[config.mk]
export PLATFORM = sky130hd
export DESIGN_NAME = trng_wb_master
export DESIGN_NICKNAME = d
export VERILOG_FILES = /design/src/rtl/trng_pkg.sv /design/src/rtl/wb_ack_timer.sv /design/src/rtl/trng_wb_master.sv
export SDC_FILE = /design/constraint.sdc
export NUM_CORES = 1
export LEC_CHECK = 0
export BUFFER_PORTS_ARGS = -buffer_cell sky130_fd_sc_hd__buf_2
export CORE_MARGIN = 2
export CORE_UTILIZATION = 45
export DETAILED_ROUTE_END_ITERATION = 7
export HOLD_SLACK_MARGIN = 0.05
export PLACE_DENSITY_LB_ADDON = 0.1
export SLEW_MARGIN = 20
export SYNTH_ARGS = -nofsm -noshare
export SYNTH_HDL_FRONTEND = slang
export SYNTH_HIERARCHICAL = 1
export SYNTH_SLANG_ARGS = --single-unit
export TNS_END_PERCENT = 30
[constraint.sdc]
create_clock -name wb_clk_i -period 2.25 [get_ports wb_clk_i]
set_input_delay 0.1125 -clock wb_clk_i [delete_from_list [all_inputs] [get_ports wb_clk_i]]
set_output_delay 0.1125 -clock wb_clk_i [all_outputs]
set_load 0.01 [all_outputs]
[src/rtl/trng_pkg.sv]
// Shared types and constants for the TRNG-to-SRAM Wishbone fill engine.
// Holds the FSM state encoding, the TRNG register map and the datapath widths.
package trng_pkg;

    localparam int ADDR_W = 9;
    localparam int DATA_W = 32;
    localparam int CNT_W  = 10;

    localparam logic [ADDR_W-1:0] TRNG_STATUS_ADDR = 9'h000;
    localparam logic [ADDR_W-1:0] TRNG_DATA_ADDR   = 9'h004;
    localparam logic [CNT_W-1:0]  MAX_WORDS        = 10'd512;

    typedef enum logic [2:0] {
        ST_IDLE,
        ST_POLL,
        ST_READ,
        ST_WRITE,
        ST_DONE
    } state_t;

    // The SRAM holds 512 words, so larger requests are clamped to a full fill.
    function automatic logic [CNT_W-1:0] sat_count(input logic [CNT_W-1:0] count);
        return (count > MAX_WORDS) ? MAX_WORDS : count;
    endfunction

endpackage

[src/rtl/wb_ack_timer.sv]
// Counts consecutive strobe cycles without an acknowledge.
// expired is raised in the LIMIT-th such cycle, unless an ack arrives in that same cycle.
module wb_ack_timer #(
    parameter int LIMIT = 255
) (
    input  logic clk,
    input  logic rst_n,
    input  logic clear,
    input  logic enable,
    output logic expired
);

    localparam int W = (LIMIT > 1) ? $clog2(LIMIT) : 1;
    localparam logic [W-1:0] LAST = W'(LIMIT - 1);

    logic [W-1:0] cnt;

    // NOTE: sequential state uses non-blocking assignments so every flop samples pre-edge values.
    always_ff @(posedge clk or negedge rst_n) begin
        if (!rst_n) begin
            cnt <= '0;
        end else if (clear) begin
            cnt <= '0;
        end else if (enable && (cnt != LAST)) begin
            cnt <= cnt + 1'b1;
        end
    end

    assign expired = enable && !clear && (cnt == LAST);

endmodule

[src/rtl/trng_wb_master.sv]
// Wishbone initiator that polls a TRNG, reads random words and writes them into
// consecutive SRAM locations starting at a caller-supplied base address.
module trng_wb_master
    import trng_pkg::*;
#(
    parameter logic [ADDR_W-1:0] STATUS_ADDR = TRNG_STATUS_ADDR,
    parameter logic [ADDR_W-1:0] DATA_ADDR   = TRNG_DATA_ADDR,
    parameter int                ACK_TIMEOUT = 255
) (
    input  logic              wb_clk_i,
    input  logic              rst_ni,

    input  logic              start_i,
    input  logic [ADDR_W-1:0] base_addr_i,
    input  logic [CNT_W-1:0]  count_i,
    output logic              busy_o,
    output logic              done_o,
    output logic              err_o,

    output logic              trng_wb_cyc_o,
    output logic              trng_wb_stb_o,
    output logic [ADDR_W-1:0] trng_wb_adr_o,
    output logic              trng_wb_we_o,
    output logic [DATA_W-1:0] trng_wb_dat_o,
    input  logic [DATA_W-1:0] trng_wb_dat_i,
    input  logic              trng_wb_ack_i,

    output logic              sram_csb_o,
    output logic              sram_web_o,
    output logic [3:0]        sram_mask_o,
    output logic [ADDR_W-1:0] sram_addr_o,
    output logic [DATA_W-1:0] sram_din_o
);

    state_t            state, state_next;
    logic              gap;
    logic [ADDR_W-1:0] ptr;
    logic [ADDR_W-1:0] sram_addr_q;
    logic [CNT_W-1:0]  remaining;
    logic [DATA_W-1:0] data_q;
    logic              err_q;

    logic              stb;
    logic              ack_acc;
    logic              start_ok;
    logic              timer_clear;
    logic              expired;

    assign ack_acc     = stb & trng_wb_ack_i;
    assign start_ok    = (state == ST_IDLE) & start_i;
    assign timer_clear = !stb || trng_wb_ack_i;

    wb_ack_timer #(
        .LIMIT (ACK_TIMEOUT)
    ) u_ack_timer (
        .clk     (wb_clk_i),
        .rst_n   (rst_ni),
        .clear   (timer_clear),
        .enable  (stb),
        .expired (expired)
    );

    always_ff @(posedge wb_clk_i or negedge rst_ni) begin
        if (!rst_ni) begin
            state <= ST_IDLE;
        end else begin
            state <= state_next;
        end
    end

    always_comb begin
        state_next = state;
        case (state)
            ST_IDLE: begin
                if (start_i) begin
                    state_next = (count_i == '0) ? ST_DONE : ST_POLL;
                end
            end
            ST_POLL: begin
                if (ack_acc) begin
                    state_next = trng_wb_dat_i[0] ? ST_READ : ST_POLL;
                end else if (expired) begin
                    state_next = ST_DONE;
                end
            end
            ST_READ: begin
                if (ack_acc) begin
                    state_next = ST_WRITE;
                end else if (expired) begin
                    state_next = ST_DONE;
                end
            end
            ST_WRITE: state_next = (remaining == CNT_W'(1)) ? ST_DONE : ST_POLL;
            ST_DONE:  state_next = ST_IDLE;
            default:  state_next = ST_IDLE;
        endcase
    end

    // NOTE: every output gets a default before the case so no path leaves a latch behind.
    always_comb begin
        stb         = 1'b0;
        trng_wb_adr_o = '0;
        sram_csb_o  = 1'b1;
        sram_web_o  = 1'b1;
        sram_mask_o = 4'h0;
        case (state)
            ST_POLL: begin
                stb           = !gap;
                trng_wb_adr_o = STATUS_ADDR;
            end
            ST_READ: begin
                stb           = !gap;
                trng_wb_adr_o = DATA_ADDR;
            end
            ST_WRITE: begin
                sram_csb_o  = 1'b0;
                sram_web_o  = 1'b0;
                sram_mask_o = 4'hF;
            end
            default: ;
        endcase
    end

    assign trng_wb_cyc_o = stb;
    assign trng_wb_stb_o = stb;
    assign trng_wb_we_o  = 1'b0;
    assign trng_wb_dat_o = '0;
    assign busy_o        = (state != ST_IDLE);
    assign done_o        = (state == ST_DONE);
    assign err_o         = err_q;
    assign sram_addr_o   = sram_addr_q;
    assign sram_din_o    = data_q;

    // gap forces one idle bus cycle after every accepted ack.
    always_ff @(posedge wb_clk_i or negedge rst_ni) begin
        if (!rst_ni) begin
            gap         <= 1'b0;
            ptr         <= '0;
            remaining   <= '0;
            data_q      <= '0;
            sram_addr_q <= '0;
            err_q       <= 1'b0;
        end else begin
            gap <= ack_acc;
            if (start_ok) begin
                ptr       <= base_addr_i;
                remaining <= sat_count(count_i);
                err_q     <= 1'b0;
            end
            if ((state == ST_READ) && ack_acc) begin
                data_q      <= trng_wb_dat_i;
                sram_addr_q <= ptr;
            end
            if (state == ST_WRITE) begin
                ptr       <= ptr + 1'b1;
                remaining <= remaining - 1'b1;
            end
            if (expired) begin
                err_q <= 1'b1;
            end
        end
    end

endmodule

==> summary.md, run 1 <==
| Metric | Value |
|---|---|
| P_sw | `2.14 mW` |
| Fin Setup TNS | `0 ps` |
| Unrepaired setup endpoints after global routing | `no` |
| Met3 Usage GRT | `0.0470` |
| Layout cells sized above 1 | `0.348` |
| Number of global-route vias before repair | `3054` |
| R2r endpoint | `state[0]$_DFFE_PN0P_` |
| Root Buffer | `clkbuf_8` |
| Ratio of final minimum period to clock period | `0.901` |
| Sw Ratio | `0.370` |
| R2R Setup Slk | `220 ps` |
| CTS resizes | `0` |
| Fin. Hold Viols | `0` |
| Final core occ | `0.608` |
| Worst VDD drop | `0.531 mV` |
| Outcome | `complete, no violations` |
| Critical path endpoint category | `flip-flop` |
| Combinational share of power | `0.406` |
| Achievable frequency | `493 MHz` |
| Largest net degree at the start of global routing | `74` |
| Clk slew on worst S/H paths | `80 ps` |
| Cts hold-fix bufs | `47` |
| Max cap viols | `0` |
| Routed vias | `3082` |
| Ys async rst share | `1.00` |
| Post CTS Setup Buffer Count | `0` |
| CTS tree | `built` |
| Clk Latency, worst-skew pair | `350 ps` |
| Die X | `96.3 um` |
| First-pass GRT wire length | `14100 um` |
| Initial Util | `0.464` |
| Met1 GRT Util | `0.246` |
| Static leakage | `2.47 nW` |
| Hold Path Sink | `remaining[3]$_DFFE_PN0P_` |
| Final cell count without fillers | `614` |
| Synth Instances | `348` |
| CP required | `2470 ps` |
| Number of remaining DRC errors | `0` |
| Kind of critical path | `flip-flop to flip-flop` |
| Clk sink count | `73` |
| Core ar. | `8260 um^2` |
| Post-Syn Area per Cell | `11.0 um^2` |
| Reg2reg start | `state[1]$_DFFE_PN0P_` |
| Critical Path AT | `2250 ps` |
| Vias/cell | `5.02` |
| Initial antenna violation count | `0` |
| Die height | `96.3 um` |
| Worst hold path cell count | `3` |
| Synthesized cell area | `3830 um^2` |
| Netlist cell types | `61` |
| Wirelength per Cell | `14.4 um` |
| Max Root-Sink Buffers | `2` |
| Cells after DPL | `551` |
| Final wirelength | `8870 um` |
| EDFF count, synth | `0` |
| Nets@finish | `564` |
| Worst min path class | `primary input to flip-flop` |
| Grt peak-use layer | `met2` |
| Grt met2 use | `0.348` |
| Hpwl dp | `5810 um` |
| CP startpoint kind | `flip-flop` |
| Register area share after synthesis | `0.476` |
| Sequential Power Share | `0.392` |
| Clock Power Share | `0.202` |
| Final setup viols | `0` |
| Port buffer count | `107` |
| Area Growth Syn to Fin | `30.9%` |
| H-Tree Depth | `3` |
| Slew headroom | `0.397` |
| Top FF cell, synth | `dfrtp_1` |
| Yosys warns | `6` |
| Die area | `9280 um^2` |
| Flops & latches, synth | `73` |
| Total track usage | `0.201` |
| Worst-Margin Slew | `905 ps` |
| Max FO, Critical Path | `8` |
| Commonest non-fill, non-tap cells in the layout | `buf_2 (106), dfrtp_1 (73), dlygate4sd3_1 (47)` |
| I/O pin total | `149` |
| Post-layout minimum cycle time | `2030 ps` |
| Core Rows | `33` |
| Slew Limit Fails | `0` |
| Final Skew | `9.32 ps` |
| Cell Pwr Density | `1150 nW/um^2` |
| Total global routing overflow | `0` |
| R2r worst-path depth | `7` |
| Global placement routability congestion | `0.783` |
| Iter 0 DRT Violations | `78` |
| Commonest non-fill, non-tap cell in the layout | `buf_2` |
| Min-delay src | `count_i[3]` |
| Post-DRT Antenna Nets | `0` |
| First-pass iteration count of the detailed router | `4` |
| Num CTS Buffers | `9` |
| N_diodes | `0` |
| Power Internal | `3.65 mW` |
## kinds of logic (layout without fill, tap and decap cells)
family,after synthesis,count (layout),synth area share
adders and majority gates,5,5,0.0163
and+or+nand+nor,93,93,0.138
buffers and inverters,70,191,0.125
AOI/OAI and AO/OA,62,62,0.114
other,1,41,0.000978
DFF,73,73,0.476
muxes,44,44,0.130
## worst max-delay path, stage by stage, from the launching register on
cell	delay, ps
dfrtp_1	460
nand2b_1	230
a21o_1	220
or3_1	320
and4b_1	330
mux2i_1	90
a21oi_1	130
o221ai_1	110
## metrics by stage
stage               hold slack (ps)  worst slack (ps)  power (mW)  instance area [um^2]
CTS                            62.2               221        5.82                  5020
global placement                315               285        4.52                  4320
floorplan                      -183               164        3.79                  3990
global route                   70.9              37.2        6.25                  5020
finish                         74.4               222        5.79                  5020
detailed placement              315               236        4.58                  4320
## how the worst max path moves through the flow
stage                    startpoint                   end  slack (ps)
2_1_floorplan  state[0]$_DFFE_PN0P_  state[0]$_DFFE_PN0P_         160
6_report       state[1]$_DFFE_PN0P_  state[0]$_DFFE_PN0P_         220
3_3_place_gp   state[1]$_DFFE_PN0P_  state[0]$_DFFE_PN0P_         280
5_1_grt        state[1]$_DFFE_PN0P_  state[0]$_DFFE_PN0P_          40
4_1_cts        state[1]$_DFFE_PN0P_  state[0]$_DFFE_PN0P_         220
3_5_place_dp   state[1]$_DFFE_PN0P_  state[0]$_DFFE_PN0P_         240
## flip-flops by register name (all words and copies together), names as in the netlist
| name | count |
|---|---|
| err_o | 1 |
| gap | 1 |
| ptr | 9 |
| remaining | 10 |
| sram_addr_o | 9 |
| sram_din_o | 32 |
| state | 3 |
| u_ack_timer/cnt | 8 |
## layer usage
metal	part of all wire	up-vias
met2	0.50	119
met1	0.43	1457
met5	0	-
met3	0.059	11
met4	0.014	0
li1	-	1495
## Yosys cell counts, types with 2 or more instances
cell type	instances	area share
a21oi_1	18	0.023
o211ai_1	2	0.0039
clkbuf_1	3	0.0029
a31oi_1	2	0.0033
a311oi_1	6	0.014
nand3_1	8	0.010
nor3_1	6	0.0078
a221o_1	3	0.0078
nand2_1	17	0.017
a21o_1	2	0.0039
dfrtp_1	73	0.48
buf_6	3	0.0088
and4_1	4	0.0091
nor2_1	20	0.020
nand2b_1	4	0.0065
buf_2	3	0.0039
mux2_2	33	0.097
or3_1	2	0.0033
nor2b_1	3	0.0049
nor4b_1	3	0.0069
o311ai_1	2	0.0046
o22ai_1	2	0.0033
and3_1	6	0.0098
ha_1	5	0.016
and4b_1	2	0.0052
nor4_1	4	0.0065
o21ai_0	7	0.0091
o311ai_0	2	0.0046
a22oi_1	2	0.0039
nand4_1	4	0.0065
buf_4	51	0.10
inv_1	9	0.0088
mux2_1	9	0.026
## power groups by stage
stage               sequential, mW  clock, mW  combinational [mW]
floorplan                     2.39          0                1.40
global placement              2.26          0                2.25
detailed placement            2.29          0                2.29
CTS                           2.26       1.20                2.36
global route                  2.37       1.26                2.62
finish                        2.27       1.17                2.35
## final cells by class
class | instances | area (um^2)
fillers | 687 | 3240
flip-flops and latches | 73 | 1830
clock inverters | 6 | 90.1
inverters | 9 | 33.8
repair buffers | 166 | 1110
multi-input cells | 245 | 1690
well taps | 105 | 131
clock buffers | 10 | 138
(Power assumes the default switching activity.)
==> inputs of run 2 (changes only) <==
CORE_UTILIZATION = 49   (was 45)
PLACE_DENSITY = 0.83   (was not set)
PLACE_DENSITY_LB_ADDON = not set   (was 0.1)
clock period = 1.98 ns   (was 2.25 ns; I/O delays follow)
==> run 2 against run 1 <==
Against the previous run: cell area rose by 0.80%; die area fell by 7.8%; critical path depth fell by 1; flip-flop and latch count did not move; combinational power rose by 21%; clock skew rose by 1.6 ps; cell count rose by 0.49%; first-iteration DRC count rose to 2.7 times the previous value; total power rose by 14%; critical path type unchanged.
==> summary.md, run 2 (synthesized netlist as in run 1, its figures left out) <==
| Metric | Value |
|---|---|
| N_diodes | `0 (unchanged)` |
| CP startpoint kind | `flip-flop` |
| Port buffer count | `107 (unchanged)` |
| Wirelength per Cell | `14.8 um (+2.7%)` |
| Min-delay src | `base_addr_i[7]` |
| Die area | `8550 um^2 (-7.8%)` |
| Clk sink count | `73 (unchanged)` |
| Area Growth Syn to Fin | `32.0%` |
| Global placement routability congestion | `0.907 (+16%)` |
| Final wirelength | `9150 um (+3.2%)` |
| Final WS setup | `82.7 ps (-139 ps)` |
| Reg2reg start | `state[1]$_DFFE_PN0P_` |
| Combinational share of power | `0.432 (+0.026)` |
| Crit-path most repeated cell | `buf_4` |
| Commonest non-fill, non-tap cell in the layout | `buf_2` |
| Worst hold path cell count | `3 (unchanged)` |
| Max Root-Sink Buffers | `2 (unchanged)` |
| Slew Limit Fails | `0 (unchanged)` |
| Sw Ratio | `0.380 (+0.0104)` |
| Power Internal | `4.08 mW (+12%)` |
| Hold Path Sink | `ptr[7]$_DFFE_PN0P_` |
| Fin. Hold Viols | `0 (unchanged)` |
| CP required | `2200 ps (-270 ps)` |
| Num CTS Buffers | `9 (unchanged)` |
| Post-DP Area | `4360 um^2 (+0.96%)` |
| First-pass GRT wire length | `14500 um (+2.5%)` |
| Static leakage | `2.49 nW (+0.80%)` |
| Total global routing overflow | `0 (unchanged)` |
| Final core occ | `0.662 (+0.0538)` |
| First-pass iteration count of the detailed router | `4 (unchanged)` |
| R2R Setup Slk | `80 ps (-140 ps)` |
| Worst-Margin Slew | `732 ps (-173 ps)` |
| Worst min path class | `primary input to flip-flop` |
| Achievable frequency | `527 MHz (+6.9%)` |
| Post-DRT Antenna Nets | `0 (unchanged)` |
| Outcome | `complete, no violations` |
| Max FO, Critical Path | `15 (+7)` |
| P_sw | `2.50 mW (+17%)` |
| Iter 0 DRT Violations | `207 (+170%)` |
| I/O pin total | `149 (unchanged)` |
| Total track usage | `0.213 (+0.0114)` |
| Ratio of final minimum period to clock period | `0.958 (+0.0568)` |
| Slew headroom | `0.508 (+0.111)` |
| Worst VDD drop | `0.766 mV (+44%)` |
| Routed vias | `3209 (+4.1%)` |
| Root Buffer | `clkbuf_8` |
| Nets@finish | `570 (+1.1%)` |
| Layout cells sized above 1 | `0.363 (+0.0154)` |
| Critical Path AT | `2120 ps (-130 ps)` |
| Die X | `92.5 um (-4.0%)` |
| Kind of critical path | `flip-flop to flip-flop` |
| Hpwl dp | `6020 um (+3.7%)` |
| Final Skew | `10.9 ps (+1.58 ps)` |
| Clock Power Share | `0.176 (-0.026)` |
| Final cell count without fillers | `617 (+0.49%)` |
| CTS tree | `built` |
| Design area | `5060 um^2 (+0.80%)` |
| Final setup viols | `0 (unchanged)` |
| Clk Latency, worst-skew pair | `340 ps (about the same)` |
| Cells after DPL | `550 (-0.18%)` |
| R2r endpoint | `ptr[6]$_DFFE_PN0P_` |
| Number of fill cells in the layout | `572 (-17%)` |
| Largest register FFs | `32 (unchanged)` |
| H-Tree Depth | `3 (unchanged)` |
| Die height | `92.5 um (-4.0%)` |
| Largest net degree at the start of global routing | `44 (-41%)` |
| Number of remaining DRC errors | `0 (unchanged)` |
| Core ar. | `7650 um^2 (-7.4%)` |
| CP cell instances | `buf_4 > or4b_1 > buf_4 > nand2_8 > nand2_1 > a221o_1` |
| Core Rows | `32 (-3.0%)` |
| Post-layout minimum cycle time | `1900 ps (-131 ps)` |
| Clk slew on worst S/H paths | `80 ps (about the same)` |
| Slowest-stage cell, CP | `or4b_1` |
| Sequential Power Share | `0.392 (about the same)` |
| Max incr delay on CP | `520 ps (+60 ps)` |
| Initial Util | `0.501 (+0.0371)` |
| Vias/cell | `5.20 (+3.6%)` |
| Cell Pwr Density | `1300 nW/um^2 (+13%)` |
| Max cap viols | `0 (unchanged)` |
| Number of global-route vias before repair | `3090 (+1.2%)` |
| R2r worst-path depth | `6 (-1)` |
| Initial antenna violation count | `0 (unchanged)` |
| Critical path endpoint category | `flip-flop` |
| Worst hold slack | `60.0 ps (-14.4 ps)` |
| Commonest non-fill, non-tap cells in the layout | `buf_2 (106), dfrtp_1 (71), dlygate4sd3_1 (47)` |
| Dpl ws | `56.4 ps (-179 ps)` |
## run 2: cell types whose count changed in the layout (fill, tap and decap cells not counted), sizes merged
cell | previous run | this run
bufinv | 2 | 1
buf | 119 | 125
clkinvlp | 1 | 2
## run 2: per-layer routing
layer,global-route usage,routed length [um]
met1,0.257,3710
met3,0.0415,482
met2,0.368,4680
met4,0.0933,267
met5,0,0
## run 2: power by group through the flow
stage          clock network, mW  logic [mW]  registers [mW]
2_1_floorplan                  0        1.63            2.73
3_3_place_gp                   0        2.59            2.56
5_1_grt                     1.26        3.11            2.66
3_5_place_dp                   0        2.67            2.61
6_report                    1.16        2.84            2.58
4_1_cts                     1.18        2.77            2.58
## run 2: metrics by stage
step                      total power, mW  setup TNS (ps)
final                                6.58               0
after global routing                 7.03           -11.1
after CTS                            6.53               0
after detailed placement             5.28               0
after global placement               5.14               0
after floorplan                      4.36           -27.1
## run 2: critical path: cells and delay by family (launching register included)
| kind | cells | cell delay [ps] |
|---|---|---|
| DFF | 1 | 430 |
| buffers and inverters | 2 | 380 |
| AOI/OAI and AO/OA | 1 | 290 |
| and+or+nand+nor | 3 | 670 |
## run 2: worst max-delay path by stage
stage                                     from              endpoint  slack (ps)  cells after the start
after floorplan           state[1]$_DFFE_PN0P_  state[0]$_DFFE_PN0P_         -30                      8
after global placement    state[1]$_DFFE_PN0P_  state[0]$_DFFE_PN0P_         120                      7
after detailed placement  state[1]$_DFFE_PN0P_  state[0]$_DFFE_PN0P_          60                      7
after CTS                 state[1]$_DFFE_PN0P_  state[0]$_DFFE_PN0P_          30                      7
after global routing      state[1]$_DFFE_PN0P_  state[0]$_DFFE_PN0P_         -10                      8
final                     state[1]$_DFFE_PN0P_    ptr[6]$_DFFE_PN0P_          80                      6
## run 2: area by class of cell
cell class | count | area [um^2] | share of cell area
well taps | 102 | 128 | 0.0252
clock buffers | 10 | 128 | 0.0252
inverters | 9 | 33.8 | 0.00667
flip-flops and latches | 73 | 1830 | 0.361
repair buffers | 172 | 1170 | 0.231
multi-input cells | 245 | 1710 | 0.337
clock inverters | 6 | 67.6 | 0.0133
## run 2: timing repair
action | in CTS | in global routing
setup endpoints to repair | 0 | 4
hold endpoints to repair | 76 | 0
resized for setup | 0 | 1
setup buffers | 0 | 4
hold buffers | 47 | 0
==> inputs of run 3 (changes only) <==
--- a/config.mk
+++ b/config.mk
@@ -13,2 +13,3 @@
 export PLACE_DENSITY = 0.83
+export REMOVE_ABC_BUFFERS = 1
 export SLEW_MARGIN = 20
--- a/constraint.sdc
+++ b/constraint.sdc
@@ -3,2 +3,2 @@
 set_output_delay 0.099 -clock wb_clk_i [all_outputs]
-set_load 0.01 [all_outputs]
+set_load 0.005 [all_outputs]
==> run 3 against run 2 <==
Against the previous run: combinational power is 7% lower; core utilization is 1.7 points higher; largest cell class unchanged; clock power is 43% higher; highest routed layer unchanged; clock-buffer cell count is 1 lower; largest power group unchanged; cell area is 2.6% higher; worst setup slack worse by 44 ps; critical path type unchanged; flip-flop and latch count stayed put; sequential power hardly changed.
==> summary.md, run 3 (synthesized netlist as in run 1, its figures left out) <==
| Metric | Value |
|---|---|
| Outcome | `complete, no violations` |
| Hpwl dp | `5850 um (-2.8%)` |
| Kind of critical path | `flip-flop to flip-flop` |
| Crit path max-delay family | `simple AND/OR/NAND/NOR gates` |
| H-Tree Depth | `3 (unchanged)` |
| Max incr delay on CP | `420 ps (-100 ps)` |
| Cell Pwr Density | `1320 nW/um^2 (+1.9%)` |
| Largest register FFs | `32 (unchanged)` |
| Reg2reg start | `state[0]$_DFFE_PN0P_` |
| Worst VDD drop | `0.607 mV (-21%)` |
| Total global routing overflow | `0 (unchanged)` |
| Post-DP Area | `4370 um^2 (+0.11%)` |
| Slew Limit Fails | `0 (unchanged)` |
| Initial antenna violation count | `0 (unchanged)` |
| Clk Latency, worst-skew pair | `340 ps (about the same)` |
| Final setup viols | `0 (unchanged)` |
| N_diodes | `0 (unchanged)` |
| Max Root-Sink Buffers | `2 (unchanged)` |
| Clk slew on worst S/H paths | `80 ps (about the same)` |
| Largest net degree at the start of global routing | `74 (+68%)` |
| Core Rows | `32 (unchanged)` |
| Nets@finish | `573 (+0.53%)` |
| Cells after DPL | `553 (+0.55%)` |
| CTS tree | `built` |
| Buffers & Inverters on Critical Path | `1 (-1)` |
| Routed vias | `3149 (-1.9%)` |
| Slew headroom | `0.397 (-0.110)` |
| Port buffer count | `107 (unchanged)` |
| Commonest non-fill, non-tap cells in the layout | `buf_2 (106), dfrtp_1 (72), dlygate4sd3_1 (48)` |
| Unrepaired setup endpoints after global routing | `yes` |
| Achievable frequency | `515 MHz (-2.3%)` |
| Worst hold slack | `89.8 ps (+29.8 ps)` |
| I/O pin total | `149 (unchanged)` |
| Worst min path class | `primary input to flip-flop` |
| Fin. Hold Viols | `0 (unchanged)` |
| Core ar. | `7650 um^2 (unchanged)` |
| Slowest-stage cell, CP | `dfrtp_2` |
| Ratio of final minimum period to clock period | `0.980 (+0.0221)` |
| Layout cells sized above 1 | `0.365 (+0.00176)` |
| Commonest non-fill, non-tap cell in the layout | `buf_2` |
| Die height | `92.5 um (unchanged)` |
| Dpl ws | `44.9 ps (-11.5 ps)` |
| Final wirelength | `8880 um (-3.0%)` |
| Grt met2 use | `0.359 (-0.00852)` |
| CP startpoint kind | `flip-flop` |
| Iter 0 DRT Violations | `106 (-49%)` |
| Area Growth Syn to Fin | `35.4%` |
| Fin Setup TNS | `0 ps (unchanged)` |
| Die X | `92.5 um (unchanged)` |
| CP cell instances | `buf_12 > nand2b_4 > a21o_1 > or3_1 > and4b_2 > mux2i_1 > a21oi_1 > o221ai_1` |
| Crit. Startpoint | `state[0]$_DFFE_PN0P_` |
| Number of remaining DRC errors | `0 (unchanged)` |
| Clk sink count | `73 (unchanged)` |
| Final core occ | `0.679 (+0.0172)` |
| Vias/cell | `5.08 (-2.3%)` |
| Critical path endpoint category | `flip-flop` |
| Initial Util | `0.501 (unchanged)` |
| Static leakage | `2.56 nW (+2.8%)` |
| Met3 Usage GRT | `0.0504 (+0.00895)` |
| Tot Pwr | `6.88 mW (+4.5%)` |
| Number of global-route vias before repair | `2993 (-3.1%)` |
| Post-DRT Antenna Nets | `0 (unchanged)` |
| Final cell count without fillers | `620 (+0.49%)` |
| CP required | `2190 ps (about the same)` |
| Design area | `5190 um^2 (+2.6%)` |
| Grt peak-use layer | `met2` |
| Total track usage | `0.209 (-0.00365)` |
| Worst-Margin Slew | `904 ps (+172 ps)` |
| First-pass iteration count of the detailed router | `4 (unchanged)` |
| Global placement routability congestion | `0.885 (-2.3%)` |
| First-pass GRT wire length | `14200 um (-2.1%)` |
| Critical Path AT | `2150 ps (+30 ps)` |
| Max cap viols | `0 (unchanged)` |
| Final WS setup | `38.8 ps (-43.8 ps)` |
| Post-layout minimum cycle time | `1940 ps (+43.8 ps)` |
| Max FO, Critical Path | `5 (-10)` |
| Die area | `8550 um^2 (unchanged)` |
| Met1 GRT Util | `0.251 (-0.00628)` |
| Wirelength per Cell | `14.3 um (-3.4%)` |
| Final Skew | `6.62 ps (-4.28 ps)` |
| Num CTS Buffers | `9 (unchanged)` |
| Min-delay src | `base_addr_i[2]` |
| Root Buffer | `clkbuf_8` |
-- run 3: cell count changes in the layout (fill, tap and decap cells not counted) --
cell,delta
buf_4,+1
clkinvlp_4,-1
dlygate4sd3_1,+1
dfrtp_2,-1
buf_12,+1
dfrtp_1,+1
clkbuf_1,-1
bufinv_16,+4
inv_6,-1
clkinv_2,-1
-- run 3: path summary, 6_finish.rpt --
check                                                 end  slack [ps]  cells after the start
setup / recovery                     state[0]$_DFFE_PN0P_          40                      8
min in group asynchronous  u_ack_timer/cnt[3]$_DFFE_PN0P_         430                      2
setup reg to reg                     state[0]$_DFFE_PN0P_          40                      8
hold reg to reg                         err_o$_DFFE_PN0P_         480                      1
max in group asynchronous            state[0]$_DFFE_PN0P_         930                      2
hold / removal                         ptr[2]$_DFFE_PN0P_          90                      3
-- run 3: where the power goes --
group	switching (mW)	total [mW]	internal, mW
registers	0.453	2.57	2.12
clock network	0.565	1.66	1.09
logic	1.24	2.65	1.41
-- run 3: final cells by class --
type                       count  area, um^2
clock buffer                   9         124
clock inverter                 7         166
fill                         564        2450
inverter                       9        33.8
multi-input combinational    245        1710
sequential                    73        1830
tap                          102         128
timing repair buffer         175        1210
-- run 3: what timing repair did --
action,in CTS,in global routing
endpoints found under the hold margin,120,0
setup buffers,0,3
resized for setup,0,4
hold buffers,48,0
setup endpoints to repair,0,2
-- run 3: worst min-delay path: stages --
cell,delay (ps)
buf_2,80
o22ai_1,70
a21oi_1,130
-- run 3: per-layer routing --
layer  up-vias  routed length, um
met5         -                  0
met1      1490               3600
met3        22                614
li1       1512                  -
met4         0                182
met2       125               4480
